**config.mk**
```make
export PLATFORM = sky130hd
export DESIGN_NAME = joy_serial_emulator
export DESIGN_NICKNAME = d
export VERILOG_FILES = /design/src/rtl/joy_serial_emulator.sv
export SDC_FILE = /design/constraint.sdc
export NUM_CORES = 1
export LEC_CHECK = 0
export ABC_AREA = 1
export BUFFER_PORTS_ARGS = -buffer_cell sky130_fd_sc_hd__buf_2
export CORE_ASPECT_RATIO = 1.25
export CORE_UTILIZATION = 45
export CTS_CLUSTER_DIAMETER = 120
export CTS_CLUSTER_SIZE = 20
export DETAILED_ROUTE_END_ITERATION = 16
export GPL_TIMING_DRIVEN = 0
export PLACE_DENSITY = 0.74
export SETUP_SLACK_MARGIN = 0.4
export SLEW_MARGIN = 10
export SYNTH_ARGS = -nofsm -noshare
export SYNTH_HDL_FRONTEND = slang
export SYNTH_SLANG_ARGS = --single-unit
```
**constraint.sdc**
```tcl
create_clock -name clk12 -period 2.8 [get_ports clk12]
set_clock_uncertainty 0.15 [all_clocks]
set_input_delay 0.14 -clock clk12 [delete_from_list [all_inputs] [get_ports clk12]]
set_output_delay 0.14 -clock clk12 [all_outputs]
set_load 0.02 [all_outputs]
```
**src/rtl/joy_serial_emulator.sv**
```systemverilog
// Emulates the cascaded 74HC165 joystick chain: samples JOY_CLK/JOY_LOAD in clk12 and shifts out 24 bits.
// Define JOY_GLITCH_FILTER_EN to add a third sample flop that rejects 1-cycle input glitches.
module joy_serial_emulator #(
  parameter int WDOG_CYCLES = 65535
) (
  input  logic        clk12,
  input  logic        RESET_L,
  input  logic [11:0] joystick1,
  input  logic [11:0] joystick2,
  input  logic        joy_clk,
  input  logic        joy_load,
  output logic        joy_data,
  output logic [4:0]  bit_cnt,
  output logic        frame_strobe,
  output logic        link_ok
);
  localparam logic [1:0]  ST_LOADING  = 2'd0;
  localparam logic [1:0]  ST_SHIFTING = 2'd1;
  localparam logic [1:0]  ST_DONE     = 2'd2;
  localparam logic [15:0] WDOG_LIMIT  = 16'(WDOG_CYCLES);

  logic clk_meta_q, clk_sync_q, ld_meta_q, ld_sync_q;
  logic clks, lds, clks_d_q, lds_d_q;

  always_ff @(posedge clk12 or negedge RESET_L) begin
    if (!RESET_L) begin
      clk_meta_q <= 1'b1;
      clk_sync_q <= 1'b1;
      ld_meta_q  <= 1'b1;
      ld_sync_q  <= 1'b1;
      clks_d_q   <= 1'b1;
      lds_d_q    <= 1'b1;
    end else begin
      clk_meta_q <= joy_clk;
      clk_sync_q <= clk_meta_q;
      ld_meta_q  <= joy_load;
      ld_sync_q  <= ld_meta_q;
      clks_d_q   <= clks;
      lds_d_q    <= lds;
    end
  end

`ifdef JOY_GLITCH_FILTER_EN
  logic clk_old_q, ld_old_q;

  always_ff @(posedge clk12 or negedge RESET_L) begin
    if (!RESET_L) begin
      clk_old_q <= 1'b1;
      ld_old_q  <= 1'b1;
    end else begin
      clk_old_q <= clk_sync_q;
      ld_old_q  <= ld_sync_q;
    end
  end

  // Follow the input only when two consecutive synchronised samples agree; otherwise hold.
  assign clks = (clk_sync_q == clk_old_q) ? clk_sync_q : clks_d_q;
  assign lds  = (ld_sync_q == ld_old_q) ? ld_sync_q : lds_d_q;
`else
  assign clks = clk_sync_q;
  assign lds  = ld_sync_q;
`endif

  logic [23:0] sreg_q, sreg_d, par_word;
  logic [4:0]  cnt_q, cnt_d;
  logic [1:0]  state_q, state_d;
  logic        strobe_q, strobe_d;
  logic [15:0] wdog_q, wdog_d;
  logic        link_q, link_d;
  logic        shift, load_fall;

  // Bit 0 is shifted out first.
  assign par_word = {joystick1[7], joystick1[9], joystick1[11], joystick1[10],
                     joystick2[7], joystick2[9], joystick2[11], joystick2[10],
                     joystick2[0], joystick2[1], joystick2[2], joystick2[3],
                     joystick2[4], joystick2[5], joystick2[6], joystick2[8],
                     joystick1[0], joystick1[1], joystick1[2], joystick1[3],
                     joystick1[4], joystick1[5], joystick1[6], joystick1[8]};

  assign shift     = clks & ~clks_d_q & lds & lds_d_q;
  assign load_fall = lds_d_q & ~lds;

  always_comb begin
    sreg_d   = sreg_q;
    cnt_d    = cnt_q;
    state_d  = state_q;
    strobe_d = 1'b0;
    if (!lds) begin
      sreg_d  = par_word;
      cnt_d   = 5'd0;
      state_d = ST_LOADING;
    end else begin
      if (shift) sreg_d = {1'b1, sreg_q[23:1]};
      case (state_q)
        ST_LOADING:  state_d = ST_SHIFTING;
        ST_SHIFTING: begin
          if (shift) begin
            cnt_d = cnt_q + 5'd1;
            if (cnt_q == 5'd23) begin
              state_d  = ST_DONE;
              strobe_d = 1'b1;
            end
          end
        end
        ST_DONE:     state_d = ST_DONE;
        default:     state_d = ST_LOADING;
      endcase
    end
  end

  always_comb begin
    wdog_d = 16'd0;
    if (!load_fall) wdog_d = (wdog_q == 16'hFFFF) ? wdog_q : wdog_q + 16'd1;
    link_d = link_q;
    if (load_fall) link_d = 1'b1;
    else if (wdog_d >= WDOG_LIMIT) link_d = 1'b0;
  end

  always_ff @(posedge clk12 or negedge RESET_L) begin
    if (!RESET_L) begin
      sreg_q   <= '1;
      cnt_q    <= 5'd0;
      state_q  <= ST_LOADING;
      strobe_q <= 1'b0;
      wdog_q   <= 16'd0;
      link_q   <= 1'b0;
    end else begin
      sreg_q   <= sreg_d;
      cnt_q    <= cnt_d;
      state_q  <= state_d;
      strobe_q <= strobe_d;
      wdog_q   <= wdog_d;
      link_q   <= link_d;
    end
  end

  assign joy_data     = sreg_q[0];
  assign bit_cnt      = cnt_q;
  assign frame_strobe = strobe_q;
  assign link_ok      = link_q;
endmodule

```
# ---- Yosys cells after proc, flatten, opt, wreduce, memory -nomap -nowiden
# Cells that the tools add are included.
dict set report word_totals {
  inputBits 28
  register_bits 55
  wordCells 50
  out_inout_bits 8
}
dict set report classes {
  magnitude_cmp 1
  n_reduce_logical 4
  addsub 2
  eq_ne 8
  n_mux 17
  bitwise 6
}
# operator count
set op_table {}
lappend op_table {{2-to-1 mux 24 bit} 2}
lappend op_table {{2-to-1 mux 16 bit} 2}
lappend op_table {{adder 16 x 1 -> 16 bit, second input constant} 1}
lappend op_table {{equality test 16 bit, second input constant} 1}
lappend op_table {{>= comparator 16 bit, second input constant} 1}
lappend op_table {{2-to-1 mux 5 bit} 3}
lappend op_table {{2-to-1 mux 1 bit} 6}
lappend op_table {{2-to-1 mux 2 bit} 3}
lappend op_table {{inequality test 3 bit, second input constant} 2}
lappend op_table {{case mux 2 bit (3 select lines)} 1}
lappend op_table {{adder 5 x 1 -> 5 bit, second input constant} 1}
lappend op_table {{equality test 5 bit, second input constant} 1}
lappend op_table {{AND 1 bit} 4}
lappend op_table {{inequality test 2 x 1 -> 1 bit, second input constant} 2}
lappend op_table {{AND reduction 2 bit} 2}
lappend op_table {{equality test 2 x 1 -> 1 bit, second input constant} 1}
lappend op_table {{equality test 2 bit, second input constant} 1}
lappend op_table {{zero test 2 bit} 1}
lappend op_table {{NOT 1 bit} 2}
lappend op_table {{nonzero test 2 bit} 1}

# ---- Longest topological paths before layout
# Gate-level depths: netlist of run 1.
dict set report logic_depth {
  depth_word 7
  mapped_depth 13
  mapped_depth_nobuf 13
}

# ---- Worst setup path after synthesis of run 1
# Ideal clock, no wire load.
dict set report synth_path {
  path_type {reg2reg}
  startpoint {register wdog_q[0]}
  endpoint {register link_q (netlist: link_ok)}
  period_less_slack_ns 1.781
  n_path_buf 0
  arrival_ns 1.514
  slack_ns 1.019
  path_stages_with_launch 13
  cell_sequence {dfrtp_1 > ha_1 > nand3_2 > nor2_4 > nand2_2 > nand2_1 > nand3_2 > nor2_1 > nand3_1 > nor2_1 > nand2_1 > nand2_1 > nand2_1}
}
dict set report synth_via {
  elab_chain_len 5
  word_cells_on_any_way 6
}
# item line_no
set synth_rtl {}
lappend synth_rtl {{start: declaration} 68} ;# logic [15:0] wdog_q, wdog_d;
lappend synth_rtl {{start signal: assignment} 132} ;# wdog_q <= wdog_d;
lappend synth_rtl {{adder 16 x 1 -> 16 bit / equality test 16 bit (equally long branches)} 113} ;# if (!load_fall) wdog_d = (wdog_q == 16'hFFFF) ? wdog_q : wdog_q + 16'd1;
lappend synth_rtl {{2-to-1 mux 16 bit * (2 in a row)} 113}
lappend synth_rtl {{>= comparator 16 bit *} 116} ;# else if (wdog_d >= WDOG_LIMIT) link_d = 1'b0;
lappend synth_rtl {{nonzero test 2 bit (no line) *} n/a}
lappend synth_rtl {{end signal: assignment} 133} ;# link_q <= link_d;
lappend synth_rtl {{end: declaration} 69} ;# logic link_q, link_d;
# Every way passes the cells marked *; elsewhere a longest branch is shown, timed or not.
# A chain may end at the register's enable or synchronous reset.

# ---- Worst setup path in the final report of run 1
# Ends and elaborated chain as after synthesis.

==> results.py, run 1 <==
metrics = {
    "power_and_ir_drop": {
        "max-vdd-ir-drop_v": 0.0004056,
        "p_leak_uw": 0.001633,
        "power_density_mw_per_mm2": 501.7,
    },
    "sta": {
        "tns_ns": 0,
        "tightest_slew_ns": 0.6713,
        "rsz0062_at_grt": "false",
        "final_max_slew_viol_count": 0,
        "final.period_utilization": 0.7622,
        "final.setup.worst_slack_ns": 0.6658,
        "hold_violations": 0,
        "fmax_mhz": 468.6,
        "min_period_ns": 2.134,
        "setup_viol": 0,
        "relSlewSlack": 0.5524,
    },
    "placed_design": {
        "portBuffers": 35,
        "dp_cells": 439,
        "pre_cts_slack_ns": 0.7065,
        "dp_hpwl_mm": 4.194,
        "routabilityCongestion": 0.7807,
    },
    "synthesis": {
        "synth_cell_type_count": 32,
        "synth.largest_area_cell": "dfstp_2",
        "synth-seq-cells": 55,
        "synthArstFlopShare": 1.000,
        "syn-num-nets": 354,
        "yosysWarnings": 0,
        "seq_area_frac_synth": 0.5134,
        "synth_area_leaders": "dfstp_2, dfrtp_1, nand2_1, inv_1, nor2_1",
        "synth-main-ff-cell": "dfstp_2",
        "synth-edff-count": 0,
        "synth_top_area_frac": 0.2862,
        "synth_common_cells": "nand2_1, inv_1, dfstp_2, nor2_1, dfrtp_1",
        "post-synth-top-count-cell": "nand2_1",
        "synthCells": 322,
        "synth.avg_cell_area_um2": 8.552,
        "synth_area_mm2": 0.002754,
    },
    "grt": {
        "grt_max_degree": 56,
        "grt_overflow": 0,
        "grt_pass1_wl_mm": 10.36,
        "grt_pass1_vias": 2380,
        "antenna_found_initial": 0,
        "grt_usage": 0.2075,
    },
    "clock_network": {
        "tritoncts": "done",
        "cts_buffers": 5,
        "root_buffer": "clkbuf_8",
        "cts_setup_buffers": 0,
        "cts_hold_buf": 27,
        "clockBufferDepth": 2,
        "clock_sinks": 55,
        "clk_pin_slew_ns": 0.10,
        "clkLatencyLatePin_ns": 0.31,
        "htreeDepth": 2,
        "cts_resized": 0,
    },
    "drt": {
        "avgRoutedWirePerCell_um": 12.65,
        "drt_iter0_markers": 88,
        "drcViolationCount": 0,
        "wl_mm": 5.998,
        "first_pass_iters": 4,
        "vias": 2324,
        "ant_nets": 0,
        "via_per_inst": 4.903,
    },
    "worst_setup_path": {
        "criticalPathCategory": "reg2reg",
        "cp_common_cell": "nand2_1",
        "critPathRequiredTime_ns": 2.86,
        "reg2reg_to": "link_ok",
        "slowest_delay_ns": 0.42,
        "r2r_start": "wdog_q[0]",
        "worstRegToRegCells": 12,
        "arrival_ns": 2.19,
        "path_cells": "ha_1 > nand2_1 > nor2_1 > nand2_1 > nor2_1 > o21ai_1 > nor2_1 > nand2_1 > nor2_1 > nand2_1 > nand2_1 > nand2_1",
        "critPathBufInv": 0,
        "cpLargestDelayFamily": "simple AND/OR/NAND/NOR gates",
        "reg2reg_slack_ns": 0.67,
        "cp_max_fo": 4,
        "startpoint_type": "flop",
        "critPathCaptureType": "flop",
        "cpMaxStageDelayCell": "dfrtp_1",
    },
    "floorplanning": {
        "initial_core_util": 0.4702,
        "num_rows": 31,
        "io_pins": 36,
        "die_width_um": 71.97,
        "core_region_area_mm2": 0.005857,
        "dieArea_mm2": 0.006439,
        "die-height_um": 89.47,
    },
    "final_layout": {
        "finalNonFillerCells": 474,
        "drive_above_1_share": 0.2500,
        "fill_cells": 517,
        "fin_nets": 423,
        "syn_to_final_growth_pct": 23.76,
        "utilization": 0.5819,
        "antennaDiodeCount": 0,
    },
    "outcome": {
        "status": "finished, final reports clean",
    },
    "hold_path": {
        "min-delay-start": "clk_meta_q",
        "holdPathStages": 0,
        "hold_end": "clk_sync_q",
        "holdCritPathClass": "reg2reg",
    },
    "job": {
        "drv_cap": 0,
    },
}
-- stage by stage --
stage	instance area [um2]	hold WS, ns	power [uW]
floorplan	2754	-0.3056	1112
global placement	3032	0.09462	1182
detailed placement	3032	0.09653	1200
CTS	3406	0.2116	1727
global route	3408	0.2143	1805
finish	3408	0.2111	1710
-- cells by family (layout without fill, tap and decap cells) --
kind of cell    after synthesis  count (layout)  synth area share
flops                        55              55            0.5134
buf+inv                      65             135           0.09359
xor+xnor                      2               2          0.006362
compound gates               49              49            0.1159
fa+ha+maj                     4               4           0.01817
simple gates                147             147            0.2526
-- worst max path at each step --
stage / from / end / slack [ns] / cells after the start
floorplan: wdog_q[0] / link_ok / 1.02 / 12
global placement: wdog_q[0] / link_ok / 0.73 / 12
detailed placement: wdog_q[0] / link_ok / 0.71 / 12
CTS: wdog_q[0] / link_ok / 0.69 / 12
global route: wdog_q[0] / link_ok / 0.49 / 12
finish: wdog_q[0] / link_ok / 0.67 / 12
-- placed cells by master (no fill, tap or decap), drive strengths merged --
cell type / count
dfstp: 30
and2: 2
nand3: 21
nand2: 76
inv: 59
buf: 40
nand3b: 2
nand4: 5
o22ai: 1
a22o: 1
clkbuf: 9
ha: 4
a21oi: 6
xor2: 2
a22oi: 8
o221ai: 9
dlygate4sd3: 27
nor3: 3
o211ai: 5
nor3b: 1
a211oi: 1
dfrtp: 25
nor2: 37
o21ai: 18
-- routing by layer --
metal | GRT usage | share of wire | vias up
li1 | - | - | 1169
met1 | 0.2375 | 0.41 | 1102
met2 | 0.3902 | 0.54 | 41
met3 | 0.03495 | 0.031 | 12
met4 | 0.07308 | 0.020 | 0
met5 | 0 | 0 | -
-- cell type report --
type,instances,area (um2),area share
Inverter,58,217.7,0.06388
Tap cell,82,102.6,0.03010
Multi-Input combinational cell,202,1082,0.3175
Clock inverter,1,6.256,0.001836
Timing Repair Buffer,62,447.9,0.1314
Clock buffer,7,97.59,0.02863
Buffer,7,40.04,0.01175
Sequential cell,55,1414,0.4148
-- power breakdown --
group	internal (uW)	total (uW)	switching, uW
clock	232	496	264
combinational	119	273	154
sequential	896	941	44.7
total	1250	1710	462
-- sequential cells by signal, indices dropped and copies added, names as in the netlist --
signal,count
lds_d_q,1
bit_cnt,5
state_q,2
link_ok,1
sreg_q,24
clk_meta_q,1
ld_meta_q,1
clks_d_q,1
clk_sync_q,1
wdog_q,16
ld_sync_q,1
frame_strobe,1
No activity file was read; power rests on OpenSTA's default activity.
==> run 2, diff against run 1 <==
- ABC_AREA: 1 -> 0
- clock period: 2.8 -> 2.18 ns (I/O delays scaled with it)
==> run 2 against run 1 <==
  * Via count is 2.8% lower
  * First-iteration DRC count is 6.8% lower
  * Largest power group unchanged
  * Worst setup slack worse by 0.55 ns
  * Register-to-register slack worse by 0.55 ns
  * Core utilization is 6.4 points higher
  * Total power is 34% higher
  * Critical endpoint unchanged
  * Synthesized cell count is 23% lower
  * Wire length is 1.3% higher
  * Global-route usage is 1.1 points lower
==> results.py, run 2 <==
metrics = {
    "worst_setup_path": {
        "cp_max_fo": 4,
        "critPathCaptureType": "flop",
        "critPathRequiredTime_ns": 2.23,
        "criticalPathCategory": "reg2reg",
        "worstRegToRegCells": 7,
        "arrival_ns": 2.12,
        "startpoint_type": "flop",
    },
    "power_and_ir_drop": {
        "finalPower_uw": 2299,
        "max-vdd-ir-drop_v": 0.0005800,
        "power_density_mw_per_mm2": 612.0,
        "p_leak_uw": 0.001692,
    },
    "synthesis": {
        "synthCells": 249,
        "synth.avg_cell_area_um2": 10.97,
        "synth_area_mm2": 0.002733,
        "post-synth-top-count-cell": "dfstp_2",
        "synth-main-ff-cell": "dfstp_2",
        "synth-edff-count": 0,
        "syn-num-nets": 281,
        "synth_common_cells": "dfstp_2, dfrtp_1, nor2b_1, nand2_1, a221o_1",
        "synth_area_leaders": "dfstp_2, dfrtp_1, a221o_1, nor2b_1, xnor2_1",
        "synth-seq-cells": 55,
        "synth_cell_type_count": 43,
        "synthArstFlopShare": 1.000,
        "synth.largest_area_cell": "dfstp_2",
        "yosysWarnings": 0,
        "synth_top_area_frac": 0.2885,
        "seq_area_frac_synth": 0.5174,
    },
    "grt": {
        "grt_usage": 0.1960,
        "grt_pass1_wl_mm": 9.735,
        "grt_overflow": 0,
        "grt_max_degree": 56,
        "grt_pass1_vias": 2216,
        "antenna_found_initial": 0,
    },
    "floorplanning": {
        "die_width_um": 71.70,
        "num_rows": 31,
        "io_pins": 36,
        "initial_core_util": 0.4697,
        "dieArea_mm2": 0.006390,
        "core_region_area_mm2": 0.005818,
        "die-height_um": 89.13,
    },
    "placed_design": {
        "dp_hpwl_mm": 3.528,
        "pre_cts_slack_ns": 0.01327,
        "routabilityCongestion": 0.8386,
        "portBuffers": 35,
    },
    "drt": {
        "drcViolationCount": 0,
        "vias": 2260,
        "ant_nets": 0,
        "first_pass_iters": 4,
        "via_per_inst": 5.433,
        "drt_iter0_markers": 82,
        "avgRoutedWirePerCell_um": 14.61,
        "wl_mm": 6.077,
    },
    "sta": {
        "min_period_ns": 2.068,
        "holdWs_ns": 0.1985,
        "final_max_slew_viol_count": 0,
        "final.period_utilization": 0.9487,
        "tns_ns": 0,
        "rsz0062_at_grt": "true",
        "final.setup.worst_slack_ns": 0.1118,
        "tightest_slew_ns": 0.6654,
        "fmax_mhz": 483.5,
        "hold_violations": 0,
        "setup_viol": 0,
        "relSlewSlack": 0.5564,
    },
    "final_layout": {
        "fill_cells": 449,
        "utilization": 0.6456,
        "syn_to_final_growth_pct": 37.45,
        "largest_reg_flops": 24,
        "largest_register": "sreg_q",
        "drive_above_1_share": 0.4057,
        "final_cell_mix": "buf_2, dfstp_2, buf_4, dlygate4sd3_1, nor2b_1",
        "antennaDiodeCount": 0,
        "final_common_cell": "buf_2",
        "fin_nets": 381,
    },
    "job": {
        "drv_cap": 0,
    },
    "clock_network": {
        "clock_sinks": 55,
        "clk_pin_slew_ns": 0.11,
        "tritoncts": "done",
        "clockBufferDepth": 2,
        "htreeDepth": 2,
        "root_buffer": "clkbuf_8",
        "clkLatencyLatePin_ns": 0.32,
        "cts_buffers": 5,
    },
    "outcome": {
        "status": "finished, final reports clean",
    },
    "hold_path": {
        "holdCritPathClass": "in2async",
    },
}
[run 2: cell types whose count changed after synthesis, moves of 8 or more]
cell	change
o21ai_0	-14
inv_1	-50
a22oi_1	-8
nand2_1	-48
o221ai_1	-9
nand3_1	-9
clkbuf_1	+8
nor2b_1	+25
xnor2_1	+10
a221o_1	+22
nor2_1	-13
[run 2: layer usage]
layer / wire [um] / global-route usage
met1: 2665 / 0.2383
met2: 3162 / 0.3473
met5: 0 / 0
met3: 148 / 0.03495
met4: 102 / 0.07665
[run 2: final cells by class]
cell class | instances | area [um2] | area share
flip-flops and latches | 55 | 1420 | 0.3781
multi-input cells | 175 | 1326 | 0.3531
repair buffers | 93 | 691.9 | 0.1842
plain buffers | 14 | 127.6 | 0.03398
well taps | 66 | 82.58 | 0.02199
clock buffers | 5 | 68.82 | 0.01832
clock inverters | 3 | 20.02 | 0.005330
inverters | 5 | 18.77 | 0.004997
[run 2: critical path, stage by stage (launching register included)]
cell and delay (ns):
dfrtp_1 0.42, buf_6 0.12, nand4_4 0.12, nor4_4 0.41, xnor2_2 0.14, a2bb2oi_2 0.15
nor4b_2 0.32, a31oi_1 0.12
[run 2: through the flow]
stage | instance area [um2] | std cells
2_1_floorplan | 2749 | 249
3_3_place_gp | 3007 | 350
3_5_place_dp | 3007 | 350
4_1_cts | 3587 | 403
5_1_grt | 3756 | 416
6_report | 3756 | 416
[run 2: timing repair]
item / 4_1_cts / 5_1_grt
pin swaps: 8 / 14
setup buffers: 18 / 13
hold endpoints to repair: 51 / 0
resized for setup: 26 / 26
setup endpoints to repair: 33 / 31
hold buffers: 27 / 0
[run 2: logic make-up after synthesis]
logic type | after synthesis | synth area share
AO/OA/AOI/OAI | 44 | 0.1337
XOR/XNOR | 12 | 0.03846
adder cells (fa/ha/maj) | 4 | 0.01832
buffers and inverters | 19 | 0.03159
flip-flops | 55 | 0.5174
multiplexers | 5 | 0.01832
AND/OR/NAND/NOR | 110 | 0.2422
[run 2: path summary, 6_finish.rpt]
| path | slack, ns | startpoint | end |
|---|---|---|---|
| setup / recovery | 0.11 | wdog_q[4] | link_ok |
| hold / removal | 0.20 | RESET_L | wdog_q[5] |
| setup reg to reg | 0.11 | wdog_q[4] | link_ok |
| hold reg to reg | 0.22 | clk_meta_q | clk_sync_q |
| max in group asynchronous | 1.19 | RESET_L | wdog_q[10] |
| min in group clk12 | 0.22 | clk_meta_q | clk_sync_q |
[run 2: report_power, final]
part	switching (uW)	internal (uW)
clock	354	225
combinational	225	259
sequential	80.5	1160
total	660	1640
